<file path="src/rtl/mips_hazard_pkg.sv">
// Shared types and constants for the MIPS pipeline hazard controller.
// Optional build macro HAZARD_PERF_EN enables the stall performance counters.
package mips_hazard_pkg;

    // Mult/div sequencer states
    typedef enum logic {
        IDLE = 1'b0,
        BUSY = 1'b1
    } md_state_t;

    // Forwarding mux selects for the E-stage ALU operands
    localparam logic [1:0] FWD_RF = 2'b00;
    localparam logic [1:0] FWD_W  = 2'b01;
    localparam logic [1:0] FWD_M  = 2'b10;

    // Default multi-cycle unit latencies and counter width
    localparam int MUL_CYCLES_DEF = 4;
    localparam int DIV_CYCLES_DEF = 32;
    localparam int CNT_W_DEF      = 6;

    // Register $0 is hard-wired, so it never creates a dependency
    function automatic logic regMatch(input logic [4:0] a, input logic [4:0] b);
        return (a != 5'd0) && (a == b);
    endfunction

endpackage

</file>
<file path="src/rtl/md_stall_fsm.sv">
// Mult/div sequencer: stalls the front of the pipeline for exactly N cycles
// (N = MUL_CYCLES or DIV_CYCLES) and then pulses the HI/LO write enable in the
// cycle the instruction leaves E.
module md_stall_fsm
    import mips_hazard_pkg::*;
#(
    parameter int MUL_CYCLES = MUL_CYCLES_DEF,
    parameter int DIV_CYCLES = DIV_CYCLES_DEF,
    parameter int CNT_W      = CNT_W_DEF
) (
    input  logic clk,
    input  logic reset,
    input  logic mdstartE,
    input  logic mdisdivE,
    output logic mdstall,
    output logic mdbusy,
    output logic hilo_weE
);

    // The start cycle itself is the first stall, so the counter is loaded with N-1
    localparam logic [CNT_W-1:0] MUL_LOAD = CNT_W'(MUL_CYCLES - 1);
    localparam logic [CNT_W-1:0] DIV_LOAD = CNT_W'(DIV_CYCLES - 1);

    md_state_t        stateReg;
    logic [CNT_W-1:0] cntReg;
    logic             cntZero;

    assign cntZero = (cntReg == '0);

    // State and down-counter; the release cycle returns to IDLE even though
    // mdstartE is still high, so the same instruction never restarts the unit
    always_ff @(posedge clk) begin
        if (reset) begin
            stateReg <= IDLE;
            cntReg   <= '0;
        end else begin
            case (stateReg)
                IDLE: begin
                    if (mdstartE) begin
                        cntReg   <= mdisdivE ? DIV_LOAD : MUL_LOAD;
                        stateReg <= BUSY;
                    end
                end
                BUSY: begin
                    if (!cntZero) begin
                        cntReg <= cntReg - 1'b1;
                    end else begin
                        stateReg <= IDLE;
                    end
                end
                default: begin
                    stateReg <= IDLE;
                    cntReg   <= '0;
                end
            endcase
        end
    end

    assign mdbusy   = (stateReg == BUSY);
    assign mdstall  = ((stateReg == IDLE) && mdstartE) || ((stateReg == BUSY) && !cntZero);
    assign hilo_weE = (stateReg == BUSY) && cntZero;

endmodule

</file>
<file path="src/rtl/hazard_ctrl.sv">
// Pipeline hazard controller for the 5-stage MIPS core: forwarding selects,
// load-use / branch stalls, and mult/div front-end freeze.
// Optional build macro HAZARD_PERF_EN adds per-cause stall counters.
module hazard_ctrl
    import mips_hazard_pkg::*;
#(
    parameter int MUL_CYCLES = MUL_CYCLES_DEF,
    parameter int DIV_CYCLES = DIV_CYCLES_DEF,
    parameter int CNT_W      = CNT_W_DEF
) (
    input  logic        clk,
    input  logic        reset,
    input  logic [4:0]  rsD,
    input  logic [4:0]  rtD,
    input  logic [4:0]  rsE,
    input  logic [4:0]  rtE,
    input  logic [4:0]  writeregE,
    input  logic [4:0]  writeregM,
    input  logic [4:0]  writeregW,
    input  logic        RegWriteE,
    input  logic        RegWriteM,
    input  logic        RegWriteW,
    input  logic        MemtoRegE,
    input  logic        MemtoRegM,
    input  logic        branchD,
    input  logic        mdstartE,
    input  logic        mdisdivE,
    output logic        stallF,
    output logic        stallD,
    output logic        stallE,
    output logic        flushE,
    output logic        flushM,
    output logic [1:0]  forwardAE,
    output logic [1:0]  forwardBE,
    output logic        forwardAD,
    output logic        forwardBD,
    output logic        mdbusy,
    output logic        hilo_weE
`ifdef HAZARD_PERF_EN
    ,
    output logic [31:0] lw_stall_cnt,
    output logic [31:0] br_stall_cnt,
    output logic [31:0] md_stall_cnt
`endif
);

    logic [4:0] srcE [2];
    logic [4:0] srcD [2];
    logic [1:0] fwdE [2];
    logic       fwdD [2];
    logic       lwstall;
    logic       brstall;
    logic       mdstall;

    assign srcE[0] = rsE;
    assign srcE[1] = rtE;
    assign srcD[0] = rsD;
    assign srcD[1] = rtD;

    // Operand A (index 0) and B (index 1) share the same forwarding rules;
    // the newer M-stage result wins over W
    genvar gi;
    generate
        for (gi = 0; gi < 2; gi++) begin : g_fwd
            assign fwdE[gi] = (RegWriteM && regMatch(writeregM, srcE[gi])) ? FWD_M :
                              (RegWriteW && regMatch(writeregW, srcE[gi])) ? FWD_W : FWD_RF;
            assign fwdD[gi] = RegWriteM && regMatch(writeregM, srcD[gi]);
        end
    endgenerate

    assign forwardAE = fwdE[0];
    assign forwardBE = fwdE[1];
    assign forwardAD = fwdD[0];
    assign forwardBD = fwdD[1];

    // Load-use: loaded value is not available until the load reaches W
    assign lwstall = MemtoRegE && (regMatch(rtE, rsD) || regMatch(rtE, rtD));

    // Branch compares in D: an ALU result still in E, or a load in M, cannot be forwarded yet
    assign brstall = branchD &&
                     ((RegWriteE && (regMatch(writeregE, rsD) || regMatch(writeregE, rtD))) ||
                      (MemtoRegM && (regMatch(writeregM, rsD) || regMatch(writeregM, rtD))));

    md_stall_fsm #(
        .MUL_CYCLES (MUL_CYCLES),
        .DIV_CYCLES (DIV_CYCLES),
        .CNT_W      (CNT_W)
    ) u_md (
        .clk      (clk),
        .reset    (reset),
        .mdstartE (mdstartE),
        .mdisdivE (mdisdivE),
        .mdstall  (mdstall),
        .mdbusy   (mdbusy),
        .hilo_weE (hilo_weE)
    );

    // While mult/div holds D/E, a D-stage hazard must not also bubble D/E;
    // it is re-evaluated once the unit releases
    assign stallF = lwstall | brstall | mdstall;
    assign stallD = lwstall | brstall | mdstall;
    assign stallE = mdstall;
    assign flushM = mdstall;
    assign flushE = (lwstall | brstall) & ~mdstall;

`ifdef HAZARD_PERF_EN
    logic [31:0] lwCntReg;
    logic [31:0] brCntReg;
    logic [31:0] mdCntReg;

    // Attribute each stalled cycle to exactly one cause: md over lw over br
    always_ff @(posedge clk) begin
        if (reset) begin
            lwCntReg <= '0;
            brCntReg <= '0;
            mdCntReg <= '0;
        end else if (mdstall) begin
            mdCntReg <= mdCntReg + 32'd1;
        end else if (lwstall) begin
            lwCntReg <= lwCntReg + 32'd1;
        end else if (brstall) begin
            brCntReg <= brCntReg + 32'd1;
        end
    end

    assign lw_stall_cnt = lwCntReg;
    assign br_stall_cnt = brCntReg;
    assign md_stall_cnt = mdCntReg;
`endif

endmodule

</file>
<file path="config.mk">
export PLATFORM = sky130hd
export DESIGN_NAME = hazard_ctrl
export DESIGN_NICKNAME = d
export VERILOG_FILES = /design/src/rtl/mips_hazard_pkg.sv /design/src/rtl/md_stall_fsm.sv /design/src/rtl/hazard_ctrl.sv
export SDC_FILE = /design/constraint.sdc
export NUM_CORES = 1
export LEC_CHECK = 0
export CORE_MARGIN = 2
export CORE_UTILIZATION = 55
export DETAILED_ROUTE_END_ITERATION = 16
export DONT_BUFFER_PORTS = 1
export HOLD_SLACK_MARGIN = 0.05
export PLACE_DENSITY_LB_ADDON = 0.2
export SLEW_MARGIN = 20
export SYNTH_ARGS = -nofsm -noshare
export SYNTH_HDL_FRONTEND = slang
export SYNTH_HIERARCHICAL = 1
export SYNTH_SLANG_ARGS = --single-unit
</file>
<file path="constraint.sdc">
create_clock -name clk -period 1.5 [get_ports clk]
set_input_delay 0.075 -clock clk [delete_from_list [all_inputs] [get_ports clk]]
set_output_delay 0.075 -clock clk [all_outputs]
set_load 0.01 [all_outputs]
</file>
Yosys cells after proc, flatten, opt, wreduce, memory -nomap -nowiden
Cells that the tools add are included.
Cells by class
  $lt $le $gt $ge: 0
  div/mod/pow operators: 0
  equal/unequal tests: 12
  shifts and indexed selects: 0
  multiply operators: 0
  muxes and demuxes: 11
  reductions and logical operators: 35
  bitwise operators: 5
  add/sub/neg operators: 1
Operators with widths (number)
  equality test 5 bit: 10
  logical AND 1 bit: 23
  nonzero test 5 bit: 4
  2-to-1 mux 6 bit: 2
  case mux 6 bit (2 select lines): 1
  logical NOT 6 bit: 1
  subtractor 6 x 1 -> 6 bit, second input constant: 1
  logical OR 1 bit: 5
  2-to-1 mux 5 bit: 1
  2-to-1 mux 1 bit: 4
  2-to-1 mux 2 bit: 2
  != test 2 bit, second input constant: 2
  NOT 1 bit: 2
  bitwise OR 1 bit: 2
  case mux 1 bit (2 select lines): 1
  AND reduction 2 bit: 1
  AND 1 bit: 1
  logical NOT 1 bit: 1
Word-level totals
  latch bits: 0
  register bits after elaboration: 7
  RAM bits: 0
  memory bits (read-only): 0
  bits of input ports: 45
  memories: 0

Depth between registers and ports, before layout
  depth in word-level cells: 8
  mapped depth: 7
  mapped depth without buffers: 6

Cells and area by module
Netlist, hierarchy kept.
Modules (own cells, without submodules)
  hazard_ctrl: area each 764.5 um^2, instances 1, cells each 98
  md_stall_fsm: area each 424.2 um^2, instances 1, cells each 47

Least setup slack after synthesis
Ideal clock, no wire load.
  kind: flip-flop to output port
  start point: register u_md.stateReg, in the netlist u_md/mdbusy
  end point: output stallF
  buffers on the path: 1
  cell stages (with the launch flop): 6
  arrival: 1.808 ns
  slack: -0.383 ns
  data required time: 1.425 ns
  cell sequence: dfxtp_1 or4b_4 o22ai_2 inv_1 nand4b_1 buf_4
Between the ends
  cells in the longest elaborated chain, start to end: 4
  elaborated cells between the ends (all ways): 5
  those cells by class: bitwise (2); reduce/logical (3)
Ends and longest elaborated chain
  start, declared: line md_stall_fsm.sv:24  | md_state_t stateReg;
  start signal, assigned: line md_stall_fsm.sv:34  | stateReg <= IDLE;
  start signal, assigned: line md_stall_fsm.sv:41  | stateReg <= BUSY;
  start signal, assigned: line md_stall_fsm.sv:48  | stateReg <= IDLE;
  NOT 1 bit: line md_stall_fsm.sv:60  | assign mdstall = ((stateReg == IDLE) && mdstartE) || ((stateReg == BUSY) && !cntZero);
  logical AND 1 bit: line md_stall_fsm.sv:60
  logical OR 1 bit (*): line md_stall_fsm.sv:60
  named net flushM: line hazard_ctrl.sv:32  | output logic flushM,
  bitwise OR 1 bit (*)
  end, declared: line hazard_ctrl.sv:28  | output logic stallF,
Mark *: on every way through the listed nets, which the timed path passes. The rest lies on a longest branch.

Worst setup path after layout
  start point: register u_md.cntReg[4]
  end point: output stallF
Between the ends
  cells in the longest elaborated chain, start to end: 5
Ends and longest elaborated chain
  start, declared: line md_stall_fsm.sv:25  | logic [CNT_W-1:0] cntReg;
  start signal, assigned: line md_stall_fsm.sv:40  | cntReg <= mdisdivE ? DIV_LOAD : MUL_LOAD;
  start signal, assigned: line md_stall_fsm.sv:46  | cntReg <= cntReg - 1'b1;
  logical NOT 6 bit: line md_stall_fsm.sv:28  | assign cntZero = (cntReg == '0);
  logical NOT 1 bit
  logical AND 1 bit: line md_stall_fsm.sv:60
  logical OR 1 bit: line md_stall_fsm.sv:60
  bitwise OR 1 bit
No other way between the ends.

==> results by group <==
Floorplanning
  – Ports: slightly below 60
  – Die width: 50.5 µm
  – Die Area: 0.00255 mm²
  – Num rows: 16
  – Core Footprint: approximately 0.0020 mm²
  – Die height: 50.5 µm
  – Initial Util: 59.4%

Route
  – Total Routed Length: 3200 µm
  – Antenna Nets Post-Route: 0
  – Vias: approximately 1100
  – Routed length per instance: 17.9 µm
  – DRC violation count after routing: 0
  – DRT Pass-1 Iters: 4
  – Vias per cell: 6.16
  – 1st-iter DRT viols: 17

Synthesis
  – Mapped Avg Cell Area: 8.20 µm²
  – Post-Syn Area: ~0.0012 mm²
  – Ys async rst share: 0%
  – Count leader, synth: xnor2_1
  – Seq cells post-synth: 7
  – Synth Area in Compound Gates: about an eighth
  – Yosys top cell by area: xnor2_1
  – Multiplexer share of the synthesized area: 0.947%
  – Largest family of logic cells by synthesized area: XOR/XNOR gates
  – Syn nets: 192
  – Post-synth EDFFs: 0
  – Synth area leaders: xnor2_1 (21%), xor2_1 (17%), dfxtp_1 (12%), nand3_1 (3.8%), buf_4 (3.8%)
  – Unique cell type count in the Yosys netlist: 38
  – Area share of the largest cell type after synthesis: 20.6%
  – Cell count after synthesis: 145
  – Simple-gate share of the synthesized area: 24.7%
  – XOR/XNOR share of the synthesized area: 37.6%
  – Seq/Total Area, Yosys: a little under an eighth
  – Synthesized-area fraction occupied by adder cells: 2.11%
  – Dominant register cell in the synthesized netlist: dfxtp_1
  – Synth Warn #: 6
  – Commonest cells in the netlist: xnor2_1 (28), xor2_1 (23), nand3_1 (9)

Global route
  – Initial antenna violation count: 0
  – Overflow after GRT: 0
  – Largest net degree at the start of global routing: 8
  – Total GRT Usage: about a quarter
  – First-pass GRT wire length: approximately 5000 µm
  – Vias in the first global route: 1144

Timing
  – Final Setup Violations: 5
  – Final setup margin: -214 ps
  – Fmax: between 500 and 600 MHz
  – Relative slew slack: 72.8%
  – Period utilization: 114%
  – Slew Limit Fails: 0
  – Worst-Margin Slew: between 400 and 500 ps
  – Final setup TNS: -965 ps
  – Hold WS: approximately 160 ps
  – RSZ-0062 raised after global routing: yes
  – Post-layout min period: 1710 ps
  – Final hold viol count: 0
  – Clock skew: ~1.1 ps

Cells and area
  – N_diodes: 0
  – Area grow syn2layout: 14.4%
  – Fillers: 152
  – Fin nets: 200
  – Fraction of layout cells with a size suffix above 1: 26.3%
  – Finished Layout Cells: between 150 and 200

Critical path
  – WP data required: 1420 ps
  – Crit end category: output port
  – Nature of the critical path startpoint: flip-flop
  – WS Path Type: flip-flop to output port
  – FF-to-FF path depth: 4
  – Critical Path Slowest Stage Cell: or4b_4
  – Crit path largest cell delay: 550 ps
  – Worst Path Max Fanout: 2
  – Worst EP arrival: ~1600 ps
  – Worst-path cell chain: or4b_4, o22ai_4, inv_2, nand4b_1

Status
  – Failing checks: negative setup slack
  – Status: complete, but fails checks

Placed design
  – HPWL after DPL: 2490 µm
  – Placement Setup Slack: -14.3 ps
  – Routability congestion estimate: between 0.8 and 0.9
  – PortBufs: 0
  – Dpl cells: 172

Clock network
  – CTS tree: yes
  – Worst skew pair latency: roughly 260 ps
  – Clock Tree Buf Depth: 2
  – Clk sinks: 7
  – Root Driver: clkbuf_4
  – H-tree levels: 1
  – Clock Pin Slew Worst Setup and Hold Paths: 50 ps
  – Total CTS buffers: 3

Run
  – Max Cap Viol: 0

Worst hold path
  – Worst min-delay path class: input port to flip-flop
  – Hold Path Cell Cnt: 3

Power and ir drop
  – Leak: between 0.4 and 0.5 nW
  – Peak supply drop: ~490 µV
  – PD cells: between 600 and 700 mW/mm²
-- per-stage QoR --
step / power (W) / util, % / area (µm²)
after floorplan: 0.000566 / - / 1200
after global placement: 0.000602 / 61.9 / 1240
after detailed placement: 0.000620 / 61.9 / 1240
after CTS: 0.000825 / 65.8 / 1320
after global routing: 0.000920 / 67.9 / 1360
final: 0.000863 / 67.9 / 1360
-- metal layers --
metal | vias to the layer above | share of wire, % | global-route usage (%)
li1 | 524 | - | -
met1 | 512 | 42 | 33.0
met2 | 61 | 47 | 45.0
met3 | 6 | 8.8 | 6.85
met4 | 0 | 1.8 | 8.11
met5 | - | 0 | 0
-- flip-flops by register name, summed over array words and instances, names as in the netlist --
| name | flops |
|---|---|
| u_md/cntReg | 6 |
| u_md/mdbusy | 1 |
-- cells in the final DEF, fill, tap and decap left out, drive strengths merged, types with 2 or more instances in the layout --
master / count
a21oi: 2
buf: 13
nor2b: 3
nand3: 9
or4: 5
xor2: 23
o22ai: 2
nor4: 5
dlygate4sd3: 2
nand2b: 2
inv: 8
ha: 2
o21ai: 2
nand2: 6
a211oi: 2
nor3: 5
nor2: 5
dfxtp: 7
o2111ai: 2
clkbuf: 4
a221oi: 4
xnor2: 28
-- worst max-delay path: cells and delay by family, from the launching register on --
kind | cells | cell delay (ps)
AOI/OAI and AO/OA | 1 | 150
DFF | 1 | 310
buffers and inverters | 1 | 50
and+or+nand+nor | 2 | 860
-- cell families after synthesis --
family | after synthesis
XOR/XNOR | 51
flip-flops | 7
AO/OA/AOI/OAI | 19
buffers and inverters | 20
multiplexers | 1
adder cells (fa/ha/maj) | 2
AND/OR/NAND/NOR | 45
-- path summary, 6_finish.rpt --
check             slack [ps]        endpoint      startpoint
setup / recovery        -210          stallF  u_md/cntReg[4]
hold / removal           160     u_md/mdbusy        mdstartE
setup reg to reg          30  u_md/cntReg[3]  u_md/cntReg[4]
hold reg to reg          510  u_md/cntReg[1]  u_md/cntReg[1]
-- where the power goes --
| group | total (W) | internal [W] | switching, W |
|---|---|---|---|
| logic | 0.000458 | 0.000238 | 0.000220 |
| registers | 0.000226 | 0.000211 | 0.0000155 |
| clock network | 0.000180 | 0.000102 | 0.0000776 |
| total | 0.000863 | 0.000551 | 0.000313 |
-- layout make-up --
type                       instances  area [µm²]  area share, %
multi-input combinational        118        1000           73.7
sequential                         7         146           10.8
timing repair buffer              15         121           8.92
tap                               27        33.8           2.48
inverter                           8        30.0           2.21
clock buffer                       4        26.3           1.93
-- timing repair --
item,CTS,global route
hold endpoints to repair,7,0
hold buffers,2,0
gates resized for setup,4,10
endpoints found under the setup margin,6,10
buffers inserted,1,0
(Power assumes the default switching activity.)
